[src/rtl/cdma_a_wr.sv]
// Aligned write CDMA: splits queued (paddr,len) commands into block-aligned AXI4 INCR write bursts,
// forwards AXIS payload onto W combinationally, and pulses wr_done once every B of a command is back.
module cdma_a_wr #(
  parameter int BURST_LEN         = 16,
  parameter int DATA_BITS         = 256,
  parameter int ADDR_BITS         = 34,
  parameter int LEN_BITS          = 32,
  parameter int ID_BITS           = 6,
  parameter int BURST_OUTSTANDING = 64
) (
  input  logic                   aclk,
  input  logic                   aresetn,
  input  logic                   wr_valid,
  output logic                   wr_ready,
  input  logic [ADDR_BITS-1:0]   wr_paddr,
  input  logic [LEN_BITS-1:0]    wr_len,
  output logic                   wr_done,
  output logic                   wr_err,
  output logic                   m_axi_ddr_awvalid,
  input  logic                   m_axi_ddr_awready,
  output logic [ADDR_BITS-1:0]   m_axi_ddr_awaddr,
  output logic [ID_BITS-1:0]     m_axi_ddr_awid,
  output logic [7:0]             m_axi_ddr_awlen,
  output logic [2:0]             m_axi_ddr_awsize,
  output logic [1:0]             m_axi_ddr_awburst,
  output logic                   m_axi_ddr_awlock,
  output logic [3:0]             m_axi_ddr_awcache,
  output logic [2:0]             m_axi_ddr_awprot,
  output logic                   m_axi_ddr_wvalid,
  input  logic                   m_axi_ddr_wready,
  output logic [DATA_BITS-1:0]   m_axi_ddr_wdata,
  output logic [DATA_BITS/8-1:0] m_axi_ddr_wstrb,
  output logic                   m_axi_ddr_wlast,
  input  logic                   m_axi_ddr_bvalid,
  output logic                   m_axi_ddr_bready,
  input  logic [ID_BITS-1:0]     m_axi_ddr_bid,
  input  logic [1:0]             m_axi_ddr_bresp,
  input  logic                   s_axis_ddr_tvalid,
  output logic                   s_axis_ddr_tready,
  input  logic [DATA_BITS-1:0]   s_axis_ddr_tdata,
  input  logic [DATA_BITS/8-1:0] s_axis_ddr_tkeep,
  input  logic                   s_axis_ddr_tlast
);
  localparam int BEAT_BYTES = DATA_BITS / 8;
  localparam int BB_LOG     = $clog2(BEAT_BYTES);
  localparam int OUT_W      = $clog2(BURST_OUTSTANDING + 1);
  localparam int QD         = 4;

  typedef enum logic {S_IDLE, S_SPLIT} state_e;

  typedef struct packed {
    logic [ADDR_BITS-1:0] addr;
    logic [LEN_BITS-1:0]  len;
  } cmd_t;

  state_e               state_q, state_d;
  cmd_t                 cq_q [QD];
  cmd_t                 cq_d [QD];
  logic [1:0]           cq_wp_q, cq_wp_d, cq_rp_q, cq_rp_d;
  logic [2:0]           cq_cnt_q, cq_cnt_d;
  logic [ADDR_BITS-1:0] cur_addr_q, cur_addr_d;
  logic [LEN_BITS-1:0]  rem_q, rem_d;
  logic [LEN_BITS-1:0]  nburst_q, nburst_d;
  logic                 awvalid_q, awvalid_d;
  logic [ADDR_BITS-1:0] awaddr_q, awaddr_d;
  logic [7:0]           awlen_q, awlen_d;
  logic [OUT_W-1:0]     out_q, out_d;
  logic [7:0]           bl_q [QD];
  logic [7:0]           bl_d [QD];
  logic [1:0]           bl_wp_q, bl_wp_d, bl_rp_q, bl_rp_d;
  logic [2:0]           bl_cnt_q, bl_cnt_d;
  logic [7:0]           beat_q, beat_d;
  logic [LEN_BITS-1:0]  dn_q [QD];
  logic [LEN_BITS-1:0]  dn_d [QD];
  logic [1:0]           dn_wp_q, dn_wp_d, dn_rp_q, dn_rp_d;
  logic [2:0]           dn_cnt_q, dn_cnt_d;
  logic [LEN_BITS-1:0]  brcv_q, brcv_d;
  logic                 done_q, done_d;
  logic                 err_q, err_d;

  logic                 cmd_push, cmd_pop, aw_hs, w_active, w_hs, w_last, b_hs;
  logic                 bl_pop, dn_pop;
  logic [ADDR_BITS-1:0] beat_idx;
  logic [LEN_BITS-1:0]  room, beats, hs_beats;
  logic [1:0]           nxt_rp;
  logic                 unused_ok;

  assign wr_ready = (cq_cnt_q != 3'd4);
  assign cmd_push = wr_valid && wr_ready;
  assign aw_hs    = awvalid_q && m_axi_ddr_awready;
  assign w_active = (bl_cnt_q != 3'd0);
  assign w_hs     = s_axis_ddr_tvalid && m_axi_ddr_wready && w_active;
  assign w_last   = w_active && (beat_q == bl_q[bl_rp_q]);
  // Bursts of a command may complete before its last AW is issued, so B is
  // accepted whenever anything is outstanding rather than waiting for a done entry.
  assign m_axi_ddr_bready = (out_q != '0);
  assign b_hs     = m_axi_ddr_bvalid && m_axi_ddr_bready;

  assign beat_idx = cur_addr_q >> BB_LOG;
  assign room     = LEN_BITS'(BURST_LEN) - LEN_BITS'(beat_idx & ADDR_BITS'(BURST_LEN - 1));
  assign beats    = (rem_q < room) ? rem_q : room;
  assign hs_beats = LEN_BITS'(awlen_q) + LEN_BITS'(1);
  assign nxt_rp   = cq_rp_q + 2'd1;

  always_comb begin
    state_d    = state_q;
    cq_d       = cq_q;
    cq_wp_d    = cq_wp_q;
    cq_rp_d    = cq_rp_q;
    cur_addr_d = cur_addr_q;
    rem_d      = rem_q;
    nburst_d   = nburst_q;
    awvalid_d  = awvalid_q;
    awaddr_d   = awaddr_q;
    awlen_d    = awlen_q;
    bl_d       = bl_q;
    bl_wp_d    = bl_wp_q;
    bl_rp_d    = bl_rp_q;
    beat_d     = beat_q;
    dn_d       = dn_q;
    dn_wp_d    = dn_wp_q;
    dn_rp_d    = dn_rp_q;
    brcv_d     = brcv_q;
    done_d     = 1'b0;
    err_d      = err_q;
    cmd_pop    = 1'b0;
    bl_pop     = 1'b0;
    dn_pop     = 1'b0;

    if (cmd_push) begin
      cq_d[cq_wp_q] = '{addr: wr_paddr, len: wr_len};
      cq_wp_d       = cq_wp_q + 2'd1;
    end

    case (state_q)
      S_IDLE: begin
        if (cq_cnt_q != 3'd0) begin
          cur_addr_d = cq_q[cq_rp_q].addr;
          rem_d      = cq_q[cq_rp_q].len >> BB_LOG;
          nburst_d   = '0;
          state_d    = S_SPLIT;
        end
      end
      default: begin
        if (!awvalid_q) begin
          if (out_q < OUT_W'(BURST_OUTSTANDING) && bl_cnt_q != 3'd4 && dn_cnt_q != 3'd4) begin
            awvalid_d = 1'b1;
            awaddr_d  = cur_addr_q;
            awlen_d   = 8'(beats - LEN_BITS'(1));
          end
        end else if (aw_hs) begin
          awvalid_d        = 1'b0;
          bl_d[bl_wp_q]    = awlen_q;
          bl_wp_d          = bl_wp_q + 2'd1;
          cur_addr_d       = cur_addr_q + (ADDR_BITS'(hs_beats) << BB_LOG);
          rem_d            = rem_q - hs_beats;
          nburst_d         = nburst_q + LEN_BITS'(1);
          if (rem_q == hs_beats) begin
            cmd_pop       = 1'b1;
            cq_rp_d       = nxt_rp;
            dn_d[dn_wp_q] = nburst_q + LEN_BITS'(1);
            dn_wp_d       = dn_wp_q + 2'd1;
            // Chain straight into the next queued command to avoid an idle cycle.
            if (cq_cnt_q > 3'd1) begin
              cur_addr_d = cq_q[nxt_rp].addr;
              rem_d      = cq_q[nxt_rp].len >> BB_LOG;
              nburst_d   = '0;
            end else begin
              state_d = S_IDLE;
            end
          end
        end
      end
    endcase

    if (w_hs) begin
      if (w_last) begin
        beat_d  = '0;
        bl_pop  = 1'b1;
        bl_rp_d = bl_rp_q + 2'd1;
      end else begin
        beat_d = beat_q + 8'd1;
      end
    end

    if (b_hs) begin
      if (m_axi_ddr_bresp[1]) err_d = 1'b1;
      if (dn_cnt_q != 3'd0 && (brcv_q + LEN_BITS'(1)) == dn_q[dn_rp_q]) begin
        dn_pop  = 1'b1;
        dn_rp_d = dn_rp_q + 2'd1;
        brcv_d  = '0;
        done_d  = 1'b1;
      end else begin
        brcv_d = brcv_q + LEN_BITS'(1);
      end
    end

    cq_cnt_d = cq_cnt_q + {2'b0, cmd_push} - {2'b0, cmd_pop};
    bl_cnt_d = bl_cnt_q + {2'b0, aw_hs} - {2'b0, bl_pop};
    dn_cnt_d = dn_cnt_q + {2'b0, cmd_pop} - {2'b0, dn_pop};
    out_d    = out_q + OUT_W'(aw_hs) - OUT_W'(b_hs);
  end

  always_ff @(posedge aclk or negedge aresetn) begin
    if (!aresetn) begin
      state_q    <= S_IDLE;
      for (int i = 0; i < QD; i++) begin
        cq_q[i] <= '0;
        bl_q[i] <= '0;
        dn_q[i] <= '0;
      end
      cq_wp_q    <= '0;
      cq_rp_q    <= '0;
      cq_cnt_q   <= '0;
      cur_addr_q <= '0;
      rem_q      <= '0;
      nburst_q   <= '0;
      awvalid_q  <= 1'b0;
      awaddr_q   <= '0;
      awlen_q    <= '0;
      out_q      <= '0;
      bl_wp_q    <= '0;
      bl_rp_q    <= '0;
      bl_cnt_q   <= '0;
      beat_q     <= '0;
      dn_wp_q    <= '0;
      dn_rp_q    <= '0;
      dn_cnt_q   <= '0;
      brcv_q     <= '0;
      done_q     <= 1'b0;
      err_q      <= 1'b0;
    end else begin
      state_q    <= state_d;
      cq_q       <= cq_d;
      bl_q       <= bl_d;
      dn_q       <= dn_d;
      cq_wp_q    <= cq_wp_d;
      cq_rp_q    <= cq_rp_d;
      cq_cnt_q   <= cq_cnt_d;
      cur_addr_q <= cur_addr_d;
      rem_q      <= rem_d;
      nburst_q   <= nburst_d;
      awvalid_q  <= awvalid_d;
      awaddr_q   <= awaddr_d;
      awlen_q    <= awlen_d;
      out_q      <= out_d;
      bl_wp_q    <= bl_wp_d;
      bl_rp_q    <= bl_rp_d;
      bl_cnt_q   <= bl_cnt_d;
      beat_q     <= beat_d;
      dn_wp_q    <= dn_wp_d;
      dn_rp_q    <= dn_rp_d;
      dn_cnt_q   <= dn_cnt_d;
      brcv_q     <= brcv_d;
      done_q     <= done_d;
      err_q      <= err_d;
    end
  end

  assign wr_done           = done_q;
  assign wr_err            = err_q;
  assign m_axi_ddr_awvalid = awvalid_q;
  assign m_axi_ddr_awaddr  = awaddr_q;
  assign m_axi_ddr_awlen   = awlen_q;
  assign m_axi_ddr_awid    = '0;
  assign m_axi_ddr_awsize  = 3'(BB_LOG);
  assign m_axi_ddr_awburst = 2'b01;
  assign m_axi_ddr_awlock  = 1'b0;
  assign m_axi_ddr_awcache = 4'b0011;
  assign m_axi_ddr_awprot  = 3'b000;
  assign m_axi_ddr_wvalid  = s_axis_ddr_tvalid && w_active;
  assign s_axis_ddr_tready = m_axi_ddr_wready && w_active;
  assign m_axi_ddr_wdata   = s_axis_ddr_tdata;
  assign m_axi_ddr_wstrb   = s_axis_ddr_tkeep;
  assign m_axi_ddr_wlast   = w_last;

  assign unused_ok = ^{m_axi_ddr_bid, s_axis_ddr_tlast, m_axi_ddr_bresp[0]};
endmodule

[config.mk]
export PLATFORM = sky130hd
export DESIGN_NAME = cdma_a_wr
export DESIGN_NICKNAME = d
export VERILOG_FILES = /design/src/rtl/cdma_a_wr.sv
export SDC_FILE = /design/constraint.sdc
export NUM_CORES = 1
export LEC_CHECK = 0
export CAP_MARGIN = 40
export CORE_ASPECT_RATIO = 1.2
export CORE_UTILIZATION = 30
export DETAILED_ROUTE_END_ITERATION = 8
export GPL_TIMING_DRIVEN = 0
export PLACE_DENSITY = 0.57
export SLEW_MARGIN = 15
export SYNTH_ARGS = -nofsm -noshare
export SYNTH_HDL_FRONTEND = slang
export SYNTH_SLANG_ARGS = --single-unit
[constraint.sdc]
create_clock -name aclk -period 12 [get_ports aclk]
set_input_delay 3 -clock aclk [delete_from_list [all_inputs] [get_ports aclk]]
set_output_delay 3 -clock aclk [all_outputs]
set_load 0.05 [all_outputs]
Word level (Yosys, flattened, before mapping) --
Index checks and enable logic that the tools add are counted.
Word-level totals: flip-flop bits (word level) 636, input port bits 370
Operators by class: add/sub/neg operators 22, magnitude comparators 13, eq/ne operators 8, mux-type cells 59, bitwise operators 8, reductions and logical operators 26
Operator list (count):
- two-way mux 32 bit | 16
- two-way mux 66 bit | 5
- binary-select mux 66 bit (select 2 bit) | 2
- bitwise mux 264 bit | 1
- two-way mux 34 bit | 6
- demux 66 bit (select 2 bit) | 1
- bitwise mux 128 bit | 1
- adder 32 x 1 -> 32 bit (second input constant) | 2
- binary-select mux 32 bit (select 2 bit) | 1
- demux 32 bit (select 2 bit) | 1
- two-way mux 8 bit | 5
- adder 34 x 14 -> 34 bit | 1
- bitwise mux 32 bit | 1
- equality test 32 bit | 1
- equality test 32 x 9 -> 1 bit | 1
- less-than comparator 32 bit | 1
- subtractor 32 x 9 -> 32 bit | 1
- greater-or-equal comparator 3 bit (second input constant) | 7
- inverter 2 -> 3 bit | 7
- two-way mux 1 bit | 17
- binary-select mux 8 bit (select 2 bit) | 1
- demux 8 bit (select 2 bit) | 1
- logical AND 1 bit | 14
- adder 2 x 1 -> 2 bit (second input constant) | 6
- 21 further kinds | 36

Longest topological paths before layout --
depth after elaboration 10, mapped depth 20, gate-level depth less buffers 18

Worst setup path after synthesis --
OpenSTA, ideal clock, no wires.
path kind input -> output, from input s_axis_ddr_tvalid, to output m_axi_ddr_wvalid, arrival 3.613 ns, data required time 9.000 ns, setup slack 5.387 ns, stages 2, buffers on the path 1, cell sequence and2_1 > clkbuf_1
On the way: cells in the longest elaborated chain, start to end 1
RTL lines:
- start: declaration | RTL line 38 | input logic s_axis_ddr_tvalid,
- logical AND 1 bit | RTL line 271 | assign m_axi_ddr_wvalid = s_axis_ddr_tvalid && w_active;
- end: declaration | RTL line 29 | output logic m_axi_ddr_wvalid,
Every way passes these cells.

Worst setup path after layout --
Same ends and word-level chain as after synthesis.

==> parameters.txt <==
Parameter                              Value

Timing
  Fmax    129 MHz
  Remaining max-slew budget at the tightest pin    37.0%
  Final critical-path share of the clock period    64.5%
  Transition time of the tightest slew-check pin    0.945 ns
  RSZ-0062 raised after global routing    no
  Fin. Hold Viols    0
  Worst-case setup margin in the final layout    4.26 ns
  Max-slew violation count    0
  Largest clock skew in the final design    0.0430 ns
  Final number of setup-violating endpoints    0
  Setup TNS after final layout    0 ns
  Worst hold margin    0.457 ns
  Shortest clock period the worst path allows after layout    7.74 ns

Synthesis
  Mux cell area share after synthesis    19.8%
  Post-synthesis instance area    34400 um^2
  Post-synthesis share of cell area spent on full adders, half adders and majority gates    2.38%
  Yosys top cell by area    sky130_fd_sc_hd__dfrtp_1
  Number of flops mapped to enable cells by yosys    0
  Area share of the largest cell type after synthesis    44.8%
  Compound-Gate Fraction of Synth Area    9.15%
  Combinational family with the most area after synthesis    multiplexers
  Avg Synthesized Cell Area    11.0 um^2
  Post-Syn Instances    3134
  Total of warnings raised by yosys    0
  Parity-gate share of the synthesized area counting xor and xnor cells    3.65%
  Top cells by area in the synthesized netlist    sky130_fd_sc_hd__dfrtp_1, sky130_fd_sc_hd__mux4_2, sky130_fd_sc_hd__mux2_2
  Sequential share of the synthesized area    44.8%
  Count of state elements after synthesis    616
  Distinct cell type count after synthesis    80
  Most used flip-flop cell after synthesis    sky130_fd_sc_hd__dfrtp_1
  FFs w/ async S/R, synth    100%
  Area share of and/or/nand/nor cells after synthesis    10.5%

Die
  Effective utilization at floorplan    30.4%
  FP Rows    135
  Die Ht    373 um
  Die ar.    116000 um^2
  Number of I/O pins    727
  Die Wd    311 um
  Core outline area    113000 um^2

Min path
  Number of stages on the worst hold path    1
  Capture endpoint of the worst hold path    wr_err
  Worst min-delay path category    flop to flop
  Startpoint of the lowest-slack hold path    wr_err

Clocking
  Cts hold-fix bufs    0
  Number of buffers added by the clock tree synthesis step    70
  CTS-repair resized insts    0
  CTS tree    done
  Post-CTS Setup Inserts    0
  Longest Clk Path Bufs    3
  Clk Tree Root Cell    sky130_fd_sc_hd__clkbuf_16
  Source-to-sink clock delay at the later pin of the worst-skew pair    0.63 ns
  Clock net sink count    616
  H-tree Lvls    3
  Worst-path clk slew    0.06 ns

Place
  DPL Wire Length    87700 um
  Port Buffer Count    406
  Place WS    4.20 ns
  Cell area reported after detailed placement    41000 um^2
  Cell count after placement    5104
  Routability Congestion    0.876

Route
  Number of DRC violations after detailed-routing iteration 0    1589
  First drt pass iteration count    5
  Mean number of vias per cell    5.03
  Vias after detailed routing    26300
  DRC errors left    0
  Count of nets left with antenna violations after detail routing    0
  Drt wl/cell    21.9 um
  Final WL    115000 um

Setup path
  Worst R2R End    dn_cnt_q[2]
  Slowest cell on the critical path    sky130_fd_sc_hd__clkdlybuf4s50_1
  CP startpoint    s_axis_ddr_tvalid
  Category of cells accounting for the largest share of critical-path delay    buffers and inverters
  CP startpoint kind    input port
  Most frequent cell on the critical path    sky130_fd_sc_hd__clkdlybuf4s50_1
  Crit. End Element    output pin
  Critical path buffer and inverter count    3
  Max stage delay on crit path    0.87 ns
  Critical path peak fanout    5
  Crit Path Class    input port to output pin
  Depth of the most critical reg-to-reg path    19
  R2R Path Start    dn_rp_q[0]
  Cells along the critical path    clkdlybuf4s50_1, and2_1, clkbuf_1, clkdlybuf4s50_1
  Minimum setup slack among reg-to-reg paths    6.61 ns
  Critical Path AT    4.74 ns
  Worst path required time    9.00 ns

Finish
  Fraction of layout cells with a size suffix above 1    25.3%
  Post-route insts no fill    5230
  Relative area change from synthesis to final layout    26.0%
  Number of nets at the end of the flow    4102
  Most frequent standard cell in the layout excluding fill and tap cells    sky130_fd_sc_hd__dfrtp_1
  Commonest non-fill, non-tap cells in the layout    sky130_fd_sc_hd__dfrtp_1, sky130_fd_sc_hd__clkdlybuf4s50_1, sky130_fd_sc_hd__buf_4
  Post-route cell area    43400 um^2
  Layout Utilization    38.3%

Global route
  Antenna violations before repair    2
  Global-route wire length before repair    172000 um
  Pin count of the biggest net entering global routing    103
  Number of global-route vias before repair    26500
  GRT Resource Usage Total    19.4%
  Total overflow reported by the global router    0

Power
  Part of the total power dissipated in sequential elements    36.7%
  Switching power of the nets    3.09 mW
  Leakage power total    18.4 nW
  Cell internal pwr    5.58 mW
  Combinational share of power    37.3%
  Part of the total power dissipated in the clock network    26.0%
  Sw Ratio    35.6%
  Cell area power density    200 nW/um^2
  Max rail drop VDD    0.000171 V
  Total design power    8.67 mW

Flow run
  Count of maximum capacitance violations    0

Status
  Result of the run    finished clean
## power groups by stage
stage	clock network, mW	logic, mW	registers (mW)
2_1_floorplan	0	2.23	3.14
3_3_place_gp	0	3.15	3.19
3_5_place_dp	0	3.23	3.21
4_1_cts	2.30	3.24	3.17
5_1_grt	2.39	3.49	3.26
6_report	2.26	3.23	3.18
## worst max-delay path by stage
stage	slack, ns	depth (start not counted)	end
floorplan	5.39	2	m_axi_ddr_wvalid
global placement	-20.85	1	dn_q[70]
detailed placement	4.20	4	m_axi_ddr_wvalid
CTS	4.18	4	m_axi_ddr_wvalid
global route	4.15	4	m_axi_ddr_wvalid
finish	4.26	4	m_axi_ddr_wvalid
## flip-flops by register name (all words and copies together), names as in the netlist, 7 cells and up
| register | flops |
|---|---|
| nburst_q | 32 |
| m_axi_ddr_awaddr | 34 |
| bl_q | 32 |
| out_q | 7 |
| rem_q | 32 |
| cur_addr_q | 34 |
| dn_q | 128 |
| brcv_q | 32 |
| m_axi_ddr_awlen | 8 |
| cq_q | 244 |
| beat_q | 8 |
## cell usage after synthesis (all sizes together) (20+ instances only)
| cell type | number |
|---|---|
| a21oi | 192 |
| a31oi | 29 |
| and3 | 29 |
| buf | 366 |
| clkbuf | 128 |
| dfrtp | 616 |
| ha | 56 |
| inv | 71 |
| mux2 | 279 |
| mux4 | 160 |
| nand2 | 266 |
| nand3 | 74 |
| nand4 | 20 |
| nor2 | 215 |
| nor3 | 48 |
| nor3b | 21 |
| o21ai | 169 |
| xnor2 | 80 |
| xor2 | 60 |
## per-layer routing
layer	share of wire (%)	up-vias	track usage, %
li1	-	11900	-
met1	42	13200	25.0
met2	49	951	32.3
met3	6.0	185	3.30
met4	3.5	0	7.22
met5	0	-	0
## cells by family after synthesis
group,after synthesis
AND/OR/NAND/NOR,767
XOR/XNOR,141
flip-flops,616
multiplexers,448
adder cells (fa/ha/maj),62
buffers and inverters,565
AO/OA/AOI/OAI,533
other,2
## cell type report
cell class                      instances  area (um^2)
Tap cell                             1507         1890
Clock inverter                         25          359
Fill cell                           11100        69900
Timing Repair Buffer                  447         4610
Sequential cell                       616        15400
Buffer                                494         3070
Antenna cell                            2         5.00
Inverter                               71          267
Clock buffer                           98         2030
Multi-Input combinational cell       1970        15800
No activity file was read; power rests on OpenSTA's default activity.
